==> src/rtl/accel_core_pkg.sv <==
// accel_core_pkg: shared types and constants for the accelerator core control path.
//   MMAP_WIDTH    : width of the memory-mapped control registers
//   AXI_RESP_OKAY : AXI response code for a successful transfer
//   ctrl_op_e     : command opcodes accepted by accel_ctrl_master
//   ctrl_status_e : completion status returned with each response
//   ctrl_state_e  : accel_ctrl_master FSM states
package accel_core_pkg;

    localparam int MMAP_WIDTH = 32;

    localparam logic [1:0] AXI_RESP_OKAY = 2'b00;

    typedef enum logic [1:0] {
        OP_WR   = 2'd0,
        OP_RD   = 2'd1,
        OP_POLL = 2'd2
    } ctrl_op_e;

    typedef enum logic [1:0] {
        ST_OK        = 2'd0,
        ST_SLVERR    = 2'd1,
        ST_POLL_FAIL = 2'd2
    } ctrl_status_e;

    typedef enum logic [2:0] {
        IDLE      = 3'd0,
        WR_REQ    = 3'd1,
        WR_RESP   = 3'd2,
        RD_REQ    = 3'd3,
        RD_RESP   = 3'd4,
        POLL_WAIT = 3'd5,
        RSP       = 3'd6
    } ctrl_state_e;

endpackage

==> src/rtl/axi_if.sv <==
// Axi: AXI-Lite channel bundle (AW, W, B, AR, R).
//   Master modport : drives valids/addresses/data and the B/R readies,
//                    observes the slave readies and responses.
interface Axi #(
    parameter int ADDR_W = 32,
    parameter int DATA_W = 32
);
    logic              awvalid;
    logic              awready;
    logic [ADDR_W-1:0] awaddr;
    logic              wvalid;
    logic              wready;
    logic [DATA_W-1:0] wdata;
    logic [DATA_W/8-1:0] wstrb;
    logic              bvalid;
    logic              bready;
    logic [1:0]        bresp;
    logic              arvalid;
    logic              arready;
    logic [ADDR_W-1:0] araddr;
    logic              rvalid;
    logic              rready;
    logic [DATA_W-1:0] rdata;
    logic [1:0]        rresp;

    modport Master (
        output awvalid, awaddr, wvalid, wdata, wstrb, bready, arvalid, araddr, rready,
        input  awready, wready, bvalid, bresp, arready, rvalid, rdata, rresp
    );
endinterface

==> src/rtl/accel_ctrl_master.sv <==
// accel_ctrl_master: single-outstanding AXI-Lite initiator for the core
// control register map. Executes write, read and poll-until-match commands.
//   aclk, aresetn          : clock, asynchronous active-low reset
//   core_ctrl              : AXI-Lite master channels
//   cmd_valid/cmd_ready    : command handshake (ready only while idle)
//   cmd_op/addr/wdata/mask : opcode, address, write data or expected value, poll mask
//   rsp_valid/rsp_ready    : response handshake
//   rsp_rdata/status/polls : last read data, completion status, poll reads issued
module accel_ctrl_master
    import accel_core_pkg::*;
#(
    parameter int ADDR_W   = 32,
    parameter int DATA_W   = MMAP_WIDTH,
    parameter int POLL_MAX = 1024,
    parameter int POLL_GAP = 8,
    localparam int CNT_W   = $clog2(POLL_MAX + 1),
    localparam int GAP_W   = (POLL_GAP > 1) ? $clog2(POLL_GAP) : 1
) (
    input  logic               aclk,
    input  logic               aresetn,
    Axi.Master                 core_ctrl,
    input  logic               cmd_valid,
    output logic               cmd_ready,
    input  ctrl_op_e           cmd_op,
    input  logic [ADDR_W-1:0]  cmd_addr,
    input  logic [DATA_W-1:0]  cmd_wdata,
    input  logic [DATA_W-1:0]  cmd_mask,
    output logic               rsp_valid,
    input  logic               rsp_ready,
    output logic [DATA_W-1:0]  rsp_rdata,
    output ctrl_status_e       rsp_status,
    output logic [CNT_W-1:0]   rsp_polls
);

    ctrl_state_e        state;
    ctrl_state_e        state_nxt;
    ctrl_op_e           op_q;
    logic [DATA_W-1:0]  exp_q;
    logic [DATA_W-1:0]  mask_q;
    logic               aw_done;
    logic               w_done;
    logic               aw_done_nxt;
    logic               w_done_nxt;
    logic [GAP_W-1:0]   gap_cnt;

    logic               cmd_fire;
    logic               ar_hs;
    logic               b_hs;
    logic               rd_beat;
    logic               poll_match;
    logic               poll_last;
    logic               gap_last;
    logic               rd_end;
    ctrl_status_e       rd_status;

    assign cmd_fire   = cmd_valid & cmd_ready;
    assign ar_hs      = core_ctrl.arvalid & core_ctrl.arready;
    assign b_hs       = core_ctrl.bvalid & core_ctrl.bready;
    // A read beat counts in RD_RESP, or in RD_REQ when the slave returns
    // data in the same cycle it accepts the address.
    assign rd_beat    = core_ctrl.rvalid & core_ctrl.rready &
                        ((state == RD_RESP) | ((state == RD_REQ) & ar_hs));
    assign poll_match = ((core_ctrl.rdata & mask_q) == (exp_q & mask_q));
    assign poll_last  = (rsp_polls + CNT_W'(1)) == CNT_W'(POLL_MAX);
    assign gap_last   = (int'(gap_cnt) == POLL_GAP - 1);

    // State register
    always_ff @(posedge aclk or negedge aresetn) begin
        if (!aresetn) begin
            state <= IDLE;
        end else begin
            state <= state_nxt;
        end
    end

    // Next-state logic
    always_comb begin
        state_nxt   = state;
        aw_done_nxt = aw_done | (core_ctrl.awvalid & core_ctrl.awready);
        w_done_nxt  = w_done  | (core_ctrl.wvalid  & core_ctrl.wready);
        rd_end      = 1'b0;
        rd_status   = ST_OK;

        // Outcome of a read beat; an error response ends a poll at once.
        if (core_ctrl.rresp != AXI_RESP_OKAY) begin
            rd_end    = 1'b1;
            rd_status = ST_SLVERR;
        end else if ((op_q != OP_POLL) || poll_match) begin
            rd_end    = 1'b1;
        end else if (poll_last) begin
            rd_end    = 1'b1;
            rd_status = ST_POLL_FAIL;
        end

        case (state)
            IDLE:      if (cmd_fire) state_nxt = (cmd_op == OP_WR) ? WR_REQ : RD_REQ;
            WR_REQ:    if (aw_done_nxt && w_done_nxt) state_nxt = WR_RESP;
            WR_RESP:   if (b_hs) state_nxt = RSP;
            RD_REQ, RD_RESP: begin
                if (rd_beat) begin
                    if (rd_end)             state_nxt = RSP;
                    else if (POLL_GAP == 0) state_nxt = RD_REQ;
                    else                    state_nxt = POLL_WAIT;
                end else if ((state == RD_REQ) && ar_hs) begin
                    state_nxt = RD_RESP;
                end
            end
            POLL_WAIT: if (gap_last) state_nxt = RD_REQ;
            RSP:       if (rsp_ready) state_nxt = IDLE;
            default:   state_nxt = IDLE;
        endcase
    end

    // Registered outputs and command context
    always_ff @(posedge aclk or negedge aresetn) begin
        if (!aresetn) begin
            cmd_ready         <= 1'b0;
            rsp_valid         <= 1'b0;
            rsp_rdata         <= '0;
            rsp_status        <= ST_OK;
            rsp_polls         <= '0;
            core_ctrl.awvalid <= 1'b0;
            core_ctrl.awaddr  <= '0;
            core_ctrl.wvalid  <= 1'b0;
            core_ctrl.wdata   <= '0;
            core_ctrl.wstrb   <= '0;
            core_ctrl.bready  <= 1'b0;
            core_ctrl.arvalid <= 1'b0;
            core_ctrl.araddr  <= '0;
            core_ctrl.rready  <= 1'b0;
            op_q              <= OP_WR;
            exp_q             <= '0;
            mask_q            <= '0;
            aw_done           <= 1'b0;
            w_done            <= 1'b0;
            gap_cnt           <= '0;
        end else begin
            cmd_ready         <= (state_nxt == IDLE);
            rsp_valid         <= (state_nxt == RSP);
            core_ctrl.awvalid <= (state_nxt == WR_REQ) && !aw_done_nxt;
            core_ctrl.wvalid  <= (state_nxt == WR_REQ) && !w_done_nxt;
            core_ctrl.bready  <= (state_nxt == WR_RESP);
            core_ctrl.arvalid <= (state_nxt == RD_REQ);
            // rready rides along with arvalid: the slave only raises rvalid
            // when it sees rready during the address cycle.
            core_ctrl.rready  <= (state_nxt == RD_REQ) || (state_nxt == RD_RESP);
            aw_done           <= (state_nxt == WR_REQ) ? aw_done_nxt : 1'b0;
            w_done            <= (state_nxt == WR_REQ) ? w_done_nxt  : 1'b0;
            gap_cnt           <= (state == POLL_WAIT) ? gap_cnt + GAP_W'(1) : '0;

            if (cmd_fire) begin
                op_q       <= cmd_op;
                exp_q      <= cmd_wdata;
                mask_q     <= cmd_mask;
                rsp_polls  <= '0;
                rsp_rdata  <= '0;
                rsp_status <= ST_OK;
                if (cmd_op == OP_WR) begin
                    core_ctrl.awaddr <= cmd_addr;
                    core_ctrl.wdata  <= cmd_wdata;
                    core_ctrl.wstrb  <= '1;
                end else begin
                    core_ctrl.araddr <= cmd_addr;
                end
            end

            if ((state == WR_RESP) && b_hs) begin
                rsp_status <= (core_ctrl.bresp != AXI_RESP_OKAY) ? ST_SLVERR : ST_OK;
            end

            if (rd_beat) begin
                rsp_rdata <= core_ctrl.rdata;
                if (op_q == OP_POLL) rsp_polls <= rsp_polls + CNT_W'(1);
                if (rd_end) rsp_status <= rd_status;
            end
        end
    end

endmodule

==> src/flat_wrapper.sv <==
// flat-port wrapper written by rule: the top's interface ports become plain ports
module accel_ctrl_master_flat import accel_core_pkg::*;
#(
    parameter int ADDR_W   = 32,
    parameter int DATA_W   = MMAP_WIDTH,
    parameter int POLL_MAX = 1024,
    parameter int POLL_GAP = 8,
    localparam int CNT_W   = $clog2(POLL_MAX + 1),
    localparam int GAP_W   = (POLL_GAP > 1) ? $clog2(POLL_GAP) : 1
)
  (aclk, aresetn, cmd_valid, cmd_ready, cmd_op, cmd_addr, cmd_wdata, cmd_mask, rsp_valid, rsp_ready, rsp_rdata, rsp_status, rsp_polls, core_ctrl_awvalid, core_ctrl_awaddr, core_ctrl_wvalid, core_ctrl_wdata, core_ctrl_wstrb, core_ctrl_bready, core_ctrl_arvalid, core_ctrl_araddr, core_ctrl_rready, core_ctrl_awready, core_ctrl_wready, core_ctrl_bvalid, core_ctrl_bresp, core_ctrl_arready, core_ctrl_rvalid, core_ctrl_rdata, core_ctrl_rresp);
  Axi #(.ADDR_W(ADDR_W), .DATA_W(DATA_W)) core_ctrl_i ();
  input  logic aclk;
  input  logic aresetn;
  input  logic cmd_valid;
  output logic cmd_ready;
  input  ctrl_op_e cmd_op;
  input  logic [ADDR_W-1:0] cmd_addr;
  input  logic [DATA_W-1:0] cmd_wdata;
  input  logic [DATA_W-1:0] cmd_mask;
  output logic rsp_valid;
  input  logic rsp_ready;
  output logic [DATA_W-1:0] rsp_rdata;
  output ctrl_status_e rsp_status;
  output logic [CNT_W-1:0] rsp_polls;
  output wire logic [$bits(core_ctrl_i.awvalid)-1:0] core_ctrl_awvalid;
  output wire logic [$bits(core_ctrl_i.awaddr)-1:0] core_ctrl_awaddr;
  output wire logic [$bits(core_ctrl_i.wvalid)-1:0] core_ctrl_wvalid;
  output wire logic [$bits(core_ctrl_i.wdata)-1:0] core_ctrl_wdata;
  output wire logic [$bits(core_ctrl_i.wstrb)-1:0] core_ctrl_wstrb;
  output wire logic [$bits(core_ctrl_i.bready)-1:0] core_ctrl_bready;
  output wire logic [$bits(core_ctrl_i.arvalid)-1:0] core_ctrl_arvalid;
  output wire logic [$bits(core_ctrl_i.araddr)-1:0] core_ctrl_araddr;
  output wire logic [$bits(core_ctrl_i.rready)-1:0] core_ctrl_rready;
  input wire logic [$bits(core_ctrl_i.awready)-1:0] core_ctrl_awready;
  input wire logic [$bits(core_ctrl_i.wready)-1:0] core_ctrl_wready;
  input wire logic [$bits(core_ctrl_i.bvalid)-1:0] core_ctrl_bvalid;
  input wire logic [$bits(core_ctrl_i.bresp)-1:0] core_ctrl_bresp;
  input wire logic [$bits(core_ctrl_i.arready)-1:0] core_ctrl_arready;
  input wire logic [$bits(core_ctrl_i.rvalid)-1:0] core_ctrl_rvalid;
  input wire logic [$bits(core_ctrl_i.rdata)-1:0] core_ctrl_rdata;
  input wire logic [$bits(core_ctrl_i.rresp)-1:0] core_ctrl_rresp;
  assign core_ctrl_awvalid = core_ctrl_i.awvalid;
  assign core_ctrl_awaddr = core_ctrl_i.awaddr;
  assign core_ctrl_wvalid = core_ctrl_i.wvalid;
  assign core_ctrl_wdata = core_ctrl_i.wdata;
  assign core_ctrl_wstrb = core_ctrl_i.wstrb;
  assign core_ctrl_bready = core_ctrl_i.bready;
  assign core_ctrl_arvalid = core_ctrl_i.arvalid;
  assign core_ctrl_araddr = core_ctrl_i.araddr;
  assign core_ctrl_rready = core_ctrl_i.rready;
  assign core_ctrl_i.awready = core_ctrl_awready;
  assign core_ctrl_i.wready = core_ctrl_wready;
  assign core_ctrl_i.bvalid = core_ctrl_bvalid;
  assign core_ctrl_i.bresp = core_ctrl_bresp;
  assign core_ctrl_i.arready = core_ctrl_arready;
  assign core_ctrl_i.rvalid = core_ctrl_rvalid;
  assign core_ctrl_i.rdata = core_ctrl_rdata;
  assign core_ctrl_i.rresp = core_ctrl_rresp;
  accel_ctrl_master #(.ADDR_W(ADDR_W), .DATA_W(DATA_W), .POLL_MAX(POLL_MAX), .POLL_GAP(POLL_GAP)) u_core (.aclk(aclk), .aresetn(aresetn), .core_ctrl(core_ctrl_i), .cmd_valid(cmd_valid), .cmd_ready(cmd_ready), .cmd_op(cmd_op), .cmd_addr(cmd_addr), .cmd_wdata(cmd_wdata), .cmd_mask(cmd_mask), .rsp_valid(rsp_valid), .rsp_ready(rsp_ready), .rsp_rdata(rsp_rdata), .rsp_status(rsp_status), .rsp_polls(rsp_polls));
endmodule
==> config.mk <==
export PLATFORM = sky130hd
export DESIGN_NAME = accel_ctrl_master_flat
export DESIGN_NICKNAME = d
export VERILOG_FILES = /design/src/rtl/accel_core_pkg.sv /design/src/rtl/axi_if.sv /design/src/rtl/accel_ctrl_master.sv /design/src/flat_wrapper.sv
export SDC_FILE = /design/constraint.sdc
export NUM_CORES = 1
export LEC_CHECK = 0
export CORE_MARGIN = 1
export CORE_UTILIZATION = 45
export CTS_BUF_LIST = sky130_fd_sc_hd__clkbuf_4 sky130_fd_sc_hd__clkbuf_8
export CTS_CLUSTER_SIZE = 10
export DETAILED_ROUTE_END_ITERATION = 8
export PLACE_DENSITY = 0.75
export SYNTH_ARGS = -nofsm -noshare
export SYNTH_HDL_FRONTEND = slang
export SYNTH_SLANG_ARGS = --single-unit
==> constraint.sdc <==
create_clock -name aclk -period 6.3 [get_ports aclk]
set_input_delay 1.26 -clock aclk [delete_from_list [all_inputs] [get_ports aclk]]
set_output_delay 1.26 -clock aclk [all_outputs]
set_load 0.01 [all_outputs]
==> summary.md, run 1 <==
| Metric | Value |
|---|---|
| Worst Setup Start Kind | primary input |
| Num CTS Buffers | 40 |
| Post-synth ARST share | 100% |
| Post-CTS Setup Bufs | 0 |
| Post-synth cell types | 55 |
| DRT Pass-1 Iters | 4 |
| Clock skew | 19.8 ps |
| Floorplan core area | 20,400 µm² |
| Synthesized area per cell | 13.2 µm² |
| Clk Latency, worst-skew pair | 530 ps |
| DR WL/cell | 18.9 µm |
| Crit end category | flip-flop |
| I/O pin count | 295 |
| Main synth FF type | dfrtp_1 |
| Total of max-cap violations | 0 |
| Die Area | 21,400 µm² |
| VDD IR-drop max | 0.000287 V |
| Sequential share of the synthesized area | 59.4% |
| Layout cells sized above 1 | 24.7% |
| Routed Antenna Nets | 0 |
| Worst hold slack | 430 ps |
| CTS tree | done |
| Post-Synthesis Cells | 714 |
| Fillers | 1,555 |
| Leak pwr | 5.79 nW |
| DRT iter0 DRCs | 238 |
| Antenna violations before repair | 2 |
| Yosys reg bits | 223 |
| Die Y | 146 µm |
| Status | finished, final reports clean |
| Worst hold path type | flip-flop to flip-flop |
| Aggregate global-route resource usage | 23.5% |
| Clock root buffer | clkbuf_8 |
| P per Cell Area | 428 nW/µm² |
| Final-stage net count | 1,165 |
| Measured slew at the worst slew-check pin | 1030 ps |
| Final wirelength | 24,800 µm |
| Final setup TNS | 0 ps |
| Fin. max-slew vios | 0 |
| Crit Path Max Fanout | 21 |
| DIE WIDTH | 146 µm |
| Vias in the first global route | 7,241 |
| CTS Buffer Depth | 3 |
| TritonCTS Sinks | 223 |
| Worst path required time | 6680 ps |
| WP data arrival | 3950 ps |
| Commonest cells after routing, fill and taps aside | clkdlybuf4s50_1, dfrtp_1, mux2_2 |
| Vias/cell | 5.20 |
| Post-synth EDFFs | 0 |
| Slew headroom | 31.4% |
| Largest net degree at the start of global routing | 133 |
| Hold Vio Cnt, Final | 0 |
| CTS HTree Levels | 2 |
| Clock slew at reported path FFs | 60 ps |
| Mapped Nets | 861 |
| GP Congestion | 0.850 |
| Crit path kind | primary input to flip-flop |
| Cell Rows | 52 |
| DPL Wire Length | 17,500 µm |
| FMAX | 280 MHz |
| Grt ovf | 0 |
| Final setup vio count | 0 |
| Initial core utilization | 46.1% |
| Tmin final | 3570 ps |
| First-pass GRT wire length | 39,200 µm |
| CTS hold repair buffers | 0 |
| CTS resizes | 0 |
| # port buffers | 294 |
| Synth Cell Area | 9390 µm² |
| Residual DRC | 0 |
| Commonest non-fill, non-tap cell in the layout | clkdlybuf4s50_1 |
| Via count | 6,834 |
| Synth-to-Final Area Change | 42.5% |
| RSZ-0062 raised after global routing | false |
| Synth warnings | 0 |
| Tcrit/Tclk final | 56.7% |
| Final Power | 5.72 mW |
[critical path, cell delays in order]
cell and delay (ps):
clkdlybuf4s50_1 480, nand4_1 150, o22ai_2 260, nor2b_4 570, nand2_1 540, and2_1 440, o21ai_1 170, o21ai_1 80
[stage by stage]
stage	std cells	instance area (µm²)	utilization, %	worst slack [ps]
2_1_floorplan	714	9390	-	3360
3_3_place_gp	1246	12600	61.7	2320
3_5_place_dp	1246	12600	61.7	2210
4_1_cts	1313	13400	65.7	2720
5_1_grt	1314	13400	65.7	2540
6_report	1315	13400	65.7	2730
[Yosys cell counts (3+ instances only)]
| cell type | number | share of area [%] |
|---|---|---|
| dfrtp_1 | 223 | 59 |
| mux2_2 | 164 | 20 |
| nand2_1 | 79 | 3.2 |
| nand3_1 | 44 | 2.3 |
| xor2_1 | 34 | 3.2 |
| clkbuf_1 | 25 | 1.0 |
| a22oi_1 | 16 | 1.3 |
| o21ai_1 | 11 | 0.59 |
| nor2_1 | 9 | 0.36 |
| and3_1 | 7 | 0.47 |
| nand4_1 | 7 | 0.47 |
| a21oi_1 | 6 | 0.32 |
| buf_1 | 6 | 0.24 |
| o21ai_0 | 6 | 0.32 |
| nor3_1 | 5 | 0.27 |
| ha_1 | 4 | 0.53 |
| nand2b_1 | 4 | 0.27 |
| nor2b_1 | 4 | 0.27 |
| o31ai_1 | 4 | 0.32 |
| buf_4 | 3 | 0.24 |
| buf_6 | 3 | 0.36 |
| nor4_1 | 3 | 0.20 |
| o2bb2ai_1 | 3 | 0.28 |
| xnor2_1 | 3 | 0.28 |
[power breakdown]
group          switching [mW]  internal (mW)  total, mW  leakage, nW
sequential              0.327           2.00       2.32         2.76
combinational           0.814           1.23       2.05         2.60
clock                   0.573          0.780       1.35        0.427
[final cells by class]
type	instances	area (µm²)	share of cell area (%)
well taps	270	338	2.53
diodes	2	5.00	0.0374
clock inverters	5	30.0	0.224
flip-flops and latches	223	5580	41.7
inverters	3	11.3	0.0842
clock buffers	62	778	5.82
repair buffers	301	3000	22.4
multi-input cells	449	3640	27.2
[kinds of logic after synthesis]
| kind of cell | after synthesis | synth area share (%) |
|---|---|---|
| AOI/OAI and AO/OA | 64 | 5.10 |
| and+or+nand+nor | 180 | 9.75 |
| DFF | 223 | 59.4 |
| xor gates and xnor gates | 37 | 3.45 |
| adders and majority gates | 4 | 0.533 |
| buffers and inverters | 42 | 2.07 |
| muxes | 164 | 19.7 |
[flip-flops by register name, indices dropped and copies added, names as in the netlist, 3 cells and up]
register                 flops
u_core.exp_q                32
u_core.state                 3
u_core.core_ctrl.araddr     32
u_core.mask_q               32
u_core.rsp_rdata            32
u_core.core_ctrl.wdata      32
u_core.gap_cnt               3
u_core.rsp_polls            11
u_core.core_ctrl.awaddr     32
[final timing paths]
check                                  start                    to  slack, ps  cells past startpoint
hold / removal             u_core.gap_cnt[0]     u_core.gap_cnt[0]        430                      1
hold reg to reg            u_core.gap_cnt[0]     u_core.gap_cnt[0]        430                      1
setup reg to reg             u_core.state[0]   u_core.rsp_polls[2]       3220                      7
max in group asynchronous            aresetn  u_core.rsp_rdata[29]       4180                      2
setup / recovery           core_ctrl_arready   u_core.rsp_polls[2]       2730                      8
min in group asynchronous            aresetn   u_core.rsp_rdata[9]        830                      1
[per-layer routing]
metal	share of wire [%]	wire [µm]	vias up	track usage [%]
met2	48	11900	283	38.9
met5	0	0	-	0
met1	41	10100	3362	29.1
met4	2.0	504	0	6.72
met3	9.4	2330	36	8.38
li1	-	-	3153	-
No activity file was read; power rests on OpenSTA's default activity.
==> run 2, diff against run 1 <==
Settings changed: CORE_UTILIZATION 45 to 44, PLACE_DENSITY 0.75 to 0.76.
Clock period 6.3 ns to 2.9 ns, I/O delays scaled along.
==> run 2 against run 1 <==
  * Critical path depth grew 1
  * Combinational power is 120% higher
  * First-iteration DRC count is 2.5% higher
  * Global-route usage fell by 0.082 points
  * Clock power up 110%
  * Setup slack got worse by 2400 ps
  * Cell area is 1.0% higher
  * Critical path type is now flip-flop to flip-flop
  * Largest power group unchanged
==> summary.md, run 2 (synthesis gave the netlist of run 1 again) <==
| Metric | Value |
|---|---|
| Final setup TNS | 0 ps |
| Floorplan core area | 21,000 µm² |
| Routed Antenna Nets | 0 |
| Worst path required time | 3300 ps |
| Antenna violations before repair | 1 |
| Final-stage net count | 1,177 |
| DRT Pass-1 Iters | 4 |
| Tcrit/Tclk final | 90.0% |
| CTS tree | done |
| Commonest cells after routing, fill and taps aside | clkdlybuf4s50_1, dfrtp_1, mux2_2 |
| Fin. max-slew vios | 0 |
| DPL Wire Length | 18,100 µm |
| VDD IR-drop max | 0.000719 V |
| DIE WIDTH | 148 µm |
| RSZ-0062 raised after global routing | false |
| CTS resizes | 0 |
| Gr busiest metal | met2 |
| Measured slew at the worst slew-check pin | 578 ps |
| Die Y | 148 µm |
| Worst R2R End | u_core.w_done |
| Crit end category | flip-flop |
| First-pass GRT wire length | 39,500 µm |
| Via count | 6,874 |
| Commonest non-fill, non-tap cell in the layout | clkdlybuf4s50_1 |
| Fillers | 1,650 |
| Final setup vio count | 0 |
| Clock slew at reported path FFs | 60 ps |
| I/O pin count | 295 |
| Total of max-cap violations | 0 |
| CTS hold repair buffers | 0 |
| GRT met1 Usage | 27.8% |
| Clk Latency, worst-skew pair | 520 ps |
| Layout cells sized above 1 | 25.7% |
| TritonCTS Sinks | 223 |
| Synth-to-Final Area Change | 44.0% |
| Aggregate global-route resource usage | 23.5% |
| CTS HTree Levels | 2 |
| Die Area | 21,900 µm² |
| GP Congestion | 0.903 |
| Tmin final | 2610 ps |
| Status | finished, final reports clean |
| FMAX | 383 MHz |
| Setup ws final | 290 ps |
| Clock skew | 13.3 ps |
| DRT iter0 DRCs | 244 |
| Vias in the first global route | 7,229 |
| Slew headroom | 61.4% |
| Worst reg2reg setup slack | 290 ps |
| Num CTS Buffers | 38 |
| P per Cell Area | 925 nW/µm² |
| Clock root buffer | clkbuf_8 |
| Post-CTS Setup Bufs | 0 |
| Initial core utilization | 44.8% |
| Vias/cell | 5.16 |
| Crit Path Max Fanout | 9 |
| RR Startpoint | u_core.rsp_polls[0] |
| # port buffers | 294 |
| DR WL/cell | 18.9 µm |
| Setup WS pre-CTS | 13.7 ps |
| Residual DRC | 0 |
| CTS Buffer Depth | 3 |
| Worst hold path type | primary input to async pin |
| Grt ovf | 0 |
| Hold Vio Cnt, Final | 0 |
| Largest net degree at the start of global routing | 72 |
| Final wirelength | 25,200 µm |
| M3 GR Usage | 8.47% |
| Worst Setup Start Kind | flip-flop |
| Leak pwr | 5.86 nW |
| Cell Rows | 53 |
| Met2 usage | 40.1% |
| Crit path kind | flip-flop to flip-flop |
| WP data arrival | 3010 ps |
| Worst R2R Path Depth | 9 |
## run 2: layout make-up
class / instances / area (µm²) / area share (%)
flip-flops and latches: 223 / 5580 / 41.3
multi-input cells: 449 / 3640 / 26.9
repair buffers: 315 / 3160 / 23.3
clock buffers: 62 / 766 / 5.66
well taps: 275 / 344 / 2.55
clock inverters: 4 / 22.5 / 0.167
inverters: 3 / 11.3 / 0.0833
diodes: 1 / 2.50 / 0.0185
## run 2: stage by stage
stage	hold WS [ps]	std cells	util, %	area, µm²	power [mW]
global placement	421	1265	60.7	12700	9.57
detailed placement	434	1265	60.7	12700	9.69
finish	20.5	1332	64.5	13500	12.5
floorplan	284	714	-	9390	7.22
CTS	37.1	1331	64.5	13500	12.7
global route	39.9	1332	64.5	13500	13.2
## run 2: how the worst max path moves through the flow
stage	startpoint	endpoint	slack, ps	cells past startpoint
2_1_floorplan	u_core.rsp_polls[0]	u_core.core_ctrl.rready	560	8
3_3_place_gp	core_ctrl_rdata[27]	u_core.core_ctrl.rready	50	9
3_5_place_dp	core_ctrl_rdata[17]	u_core.core_ctrl.rready	10	9
4_1_cts	u_core.rsp_polls[0]	u_core.w_done	300	9
5_1_grt	u_core.rsp_polls[0]	u_core.aw_done	160	9
6_report	u_core.rsp_polls[0]	u_core.w_done	290	9
## run 2: routing by layer
metal	wire [µm]	part of all wire, %
met5	0	0
met4	464	1.8
met3	2340	9.3
met2	12500	50
met1	9830	39
## run 2: where the power goes
group | internal [mW] | switching, mW
Combinational | 2.73 | 1.82
Clock | 1.66 | 1.24
Sequential | 4.34 | 0.714
## run 2: worst max-delay path: stages (launching register included)
cell	delay, ps
dfrtp_1	480
ha_1	340
nand4_2	130
o31ai_1	80
mux2_2	310
and3_4	200
a2111oi_4	440
nor2_4	90
buf_12	140
nor4b_1	280
==> run 3, diff against run 2 <==
Settings changed: CORE_MARGIN 1 to 8.
==> run 3 against run 2 <==
  * Combinational power is essentially flat
  * Non-clock buffer count shrank 3
  * Worst hold slack gained 38 ps
  * Sequential share of layout area is essentially flat
==> summary.md, run 3 (synthesis gave the netlist of run 1 again) <==
| Metric | Value |
|---|---|
| Worst reg2reg setup slack | 280 ps |
| Dpl cell area | 12,700 µm² |
| GP Congestion | 0.847 |
| Total of max-cap violations | 0 |
| Die Y | 162 µm |
| Final wirelength | 27,200 µm |
| Clock skew | 17.0 ps |
| Commonest cells after routing, fill and taps aside | clkdlybuf4s50_1, dfrtp_1, mux2_2 |
| I/O pin count | 295 |
| CTS tree | done |
| Clock slew at reported path FFs | 60 ps |
| Worst Setup Start Kind | flip-flop |
| Layout cells sized above 1 | 25.4% |
| Measured slew at the worst slew-check pin | 639 ps |
| Post-layout util | 64.4% |
| Multi-input logic area | 3640 µm² |
| Synth-to-Final Area Change | 43.8% |
| Vias/cell | 5.12 |
| DR WL/cell | 20.5 µm |
| Worst hold path type | primary input to async pin |
| Initial core utilization | 44.8% |
| Crit-path slowest cell | dfrtp_1 |
| Post-CTS Setup Bufs | 0 |
| TritonCTS Sinks | 223 |
| WP data arrival | 3010 ps |
| Status | finished, final reports clean |
| Crit end category | flip-flop |
| Cell Rows | 53 |
| Clock root buffer | clkbuf_8 |
| Hold Vio Cnt, Final | 0 |
| Clk Latency, worst-skew pair | 510 ps |
| DPL Wire Length | 20,000 µm |
| Commonest non-fill, non-tap cell in the layout | clkdlybuf4s50_1 |
| CTS Buffer Depth | 3 |
| DRT Pass-1 Iters | 4 |
| Vias in the first global route | 7,424 |
| Fillers | 1,639 |
| Leak pwr | 5.85 nW |
| Num CTS Buffers | 39 |
| Tmin final | 2620 ps |
| Worst R2R Path Depth | 9 |
| Crit Path Max Fanout | 9 |
| Tcrit/Tclk final | 90.2% |
| Slew headroom | 57.4% |
| Largest net degree at the start of global routing | 77 |
| RR Startpoint | u_core.rsp_polls[0] |
| First-pass GRT wire length | 42,600 µm |
| CTS HTree Levels | 2 |
| P per Cell Area | 930 nW/µm² |
| Register area | 5580 µm² |
| Final-stage net count | 1,175 |
| Worst R2R End | u_core.w_done |
| Ant. Diodes | 0 |
| VDD IR-drop max | 0.000725 V |
| Grt ovf | 0 |
| DIE WIDTH | 162 µm |
| Crit-path max cell delay | 480 ps |
| CP cell instances | ha_1, nand4_2, o31ai_1, mux2_2, and3_4, a2111oi_4, nor2_4, buf_4, nor4b_1 |
| Final instance area | 13,500 µm² |
| Routed Antenna Nets | 0 |
| CTS resizes | 0 |
| Floorplan core area | 21,000 µm² |
| Residual DRC | 0 |
| Antenna violations before repair | 1 |
| CTS hold repair buffers | 0 |
| Aggregate global-route resource usage | 20.6% |
| Die Area | 26,300 µm² |
| DRT iter0 DRCs | 267 |
| Via count | 6,794 |
| # port buffers | 294 |
| Final setup vio count | 0 |
| Fin. max-slew vios | 0 |
| FMAX | 382 MHz |
| RSZ-0062 raised after global routing | false |
| Crit path kind | flip-flop to flip-flop |
| Worst path required time | 3290 ps |
## run 3: cell types whose count changed in the layout (fill, tap and decap cells not counted)
cell	before	now
diode_2	1	0
buf_4	17	14
clkbuf_8	48	47
bufinv_16	0	1
clkinv_2	3	2
## run 3: power by group
part	switching, mW	internal (mW)	total [mW]
sequential	0.720	4.34	5.06
combinational	1.85	2.71	4.55
clock	1.22	1.72	2.94
## run 3: per-stage QoR
| step | hold WS [ps] | setup slack [ps] | total power [mW] | std cells | setup TNS [ps] |
|---|---|---|---|---|---|
| 2_1_floorplan | 284 | 562 | 7.22 | 714 | 0 |
| 3_3_place_gp | 423 | -22.6 | 9.61 | 1262 | -22.6 |
| 3_5_place_dp | 426 | -51.3 | 9.71 | 1262 | -51.3 |
| 4_1_cts | 57.1 | 291 | 12.7 | 1327 | 0 |
| 5_1_grt | 86.8 | 99.5 | 13.3 | 1327 | 0 |
| 6_report | 58.8 | 284 | 12.6 | 1327 | 0 |
## run 3: area by class of cell
class                           count  share of cell area [%]
Sequential cell                   223                    41.3
Multi-Input combinational cell    449                    26.9
Timing Repair Buffer              312                    23.2
Clock buffer                       61                    5.57
Tap cell                          275                    2.55
Clock inverter                      4                   0.352
Inverter                            3                  0.0834
## run 3: worst max path at each step
| stage | start | to |
|---|---|---|
| after detailed placement | core_ctrl_rdata[4] | u_core.core_ctrl.rready |
| after global routing | u_core.rsp_polls[0] | u_core.w_done |
| after CTS | u_core.rsp_polls[0] | u_core.aw_done |
| final | u_core.rsp_polls[0] | u_core.w_done |
| after floorplan | u_core.rsp_polls[0] | u_core.core_ctrl.rready |
| after global placement | core_ctrl_rdata[4] | u_core.core_ctrl.rready |
## run 3: critical path, delay by kind of cell, from the launching register on
family,cells,cell delay [ps]
and+or+nand+nor,4,680
AOI/OAI and AO/OA,2,530
DFF,1,480
adders and majority gates,1,340
muxes,1,310
buffers and inverters,1,170
## run 3: per-layer routing
metal  global-route usage, %  part of all wire [%]  vias to the layer above
met1                    24.2                    39                     3325
li1                        -                     -                     3160
met3                    10.2                    12                       38
met4                    5.56                   1.6                        2
met2                    33.1                    47                      269
met5                       0                 0.055                        -
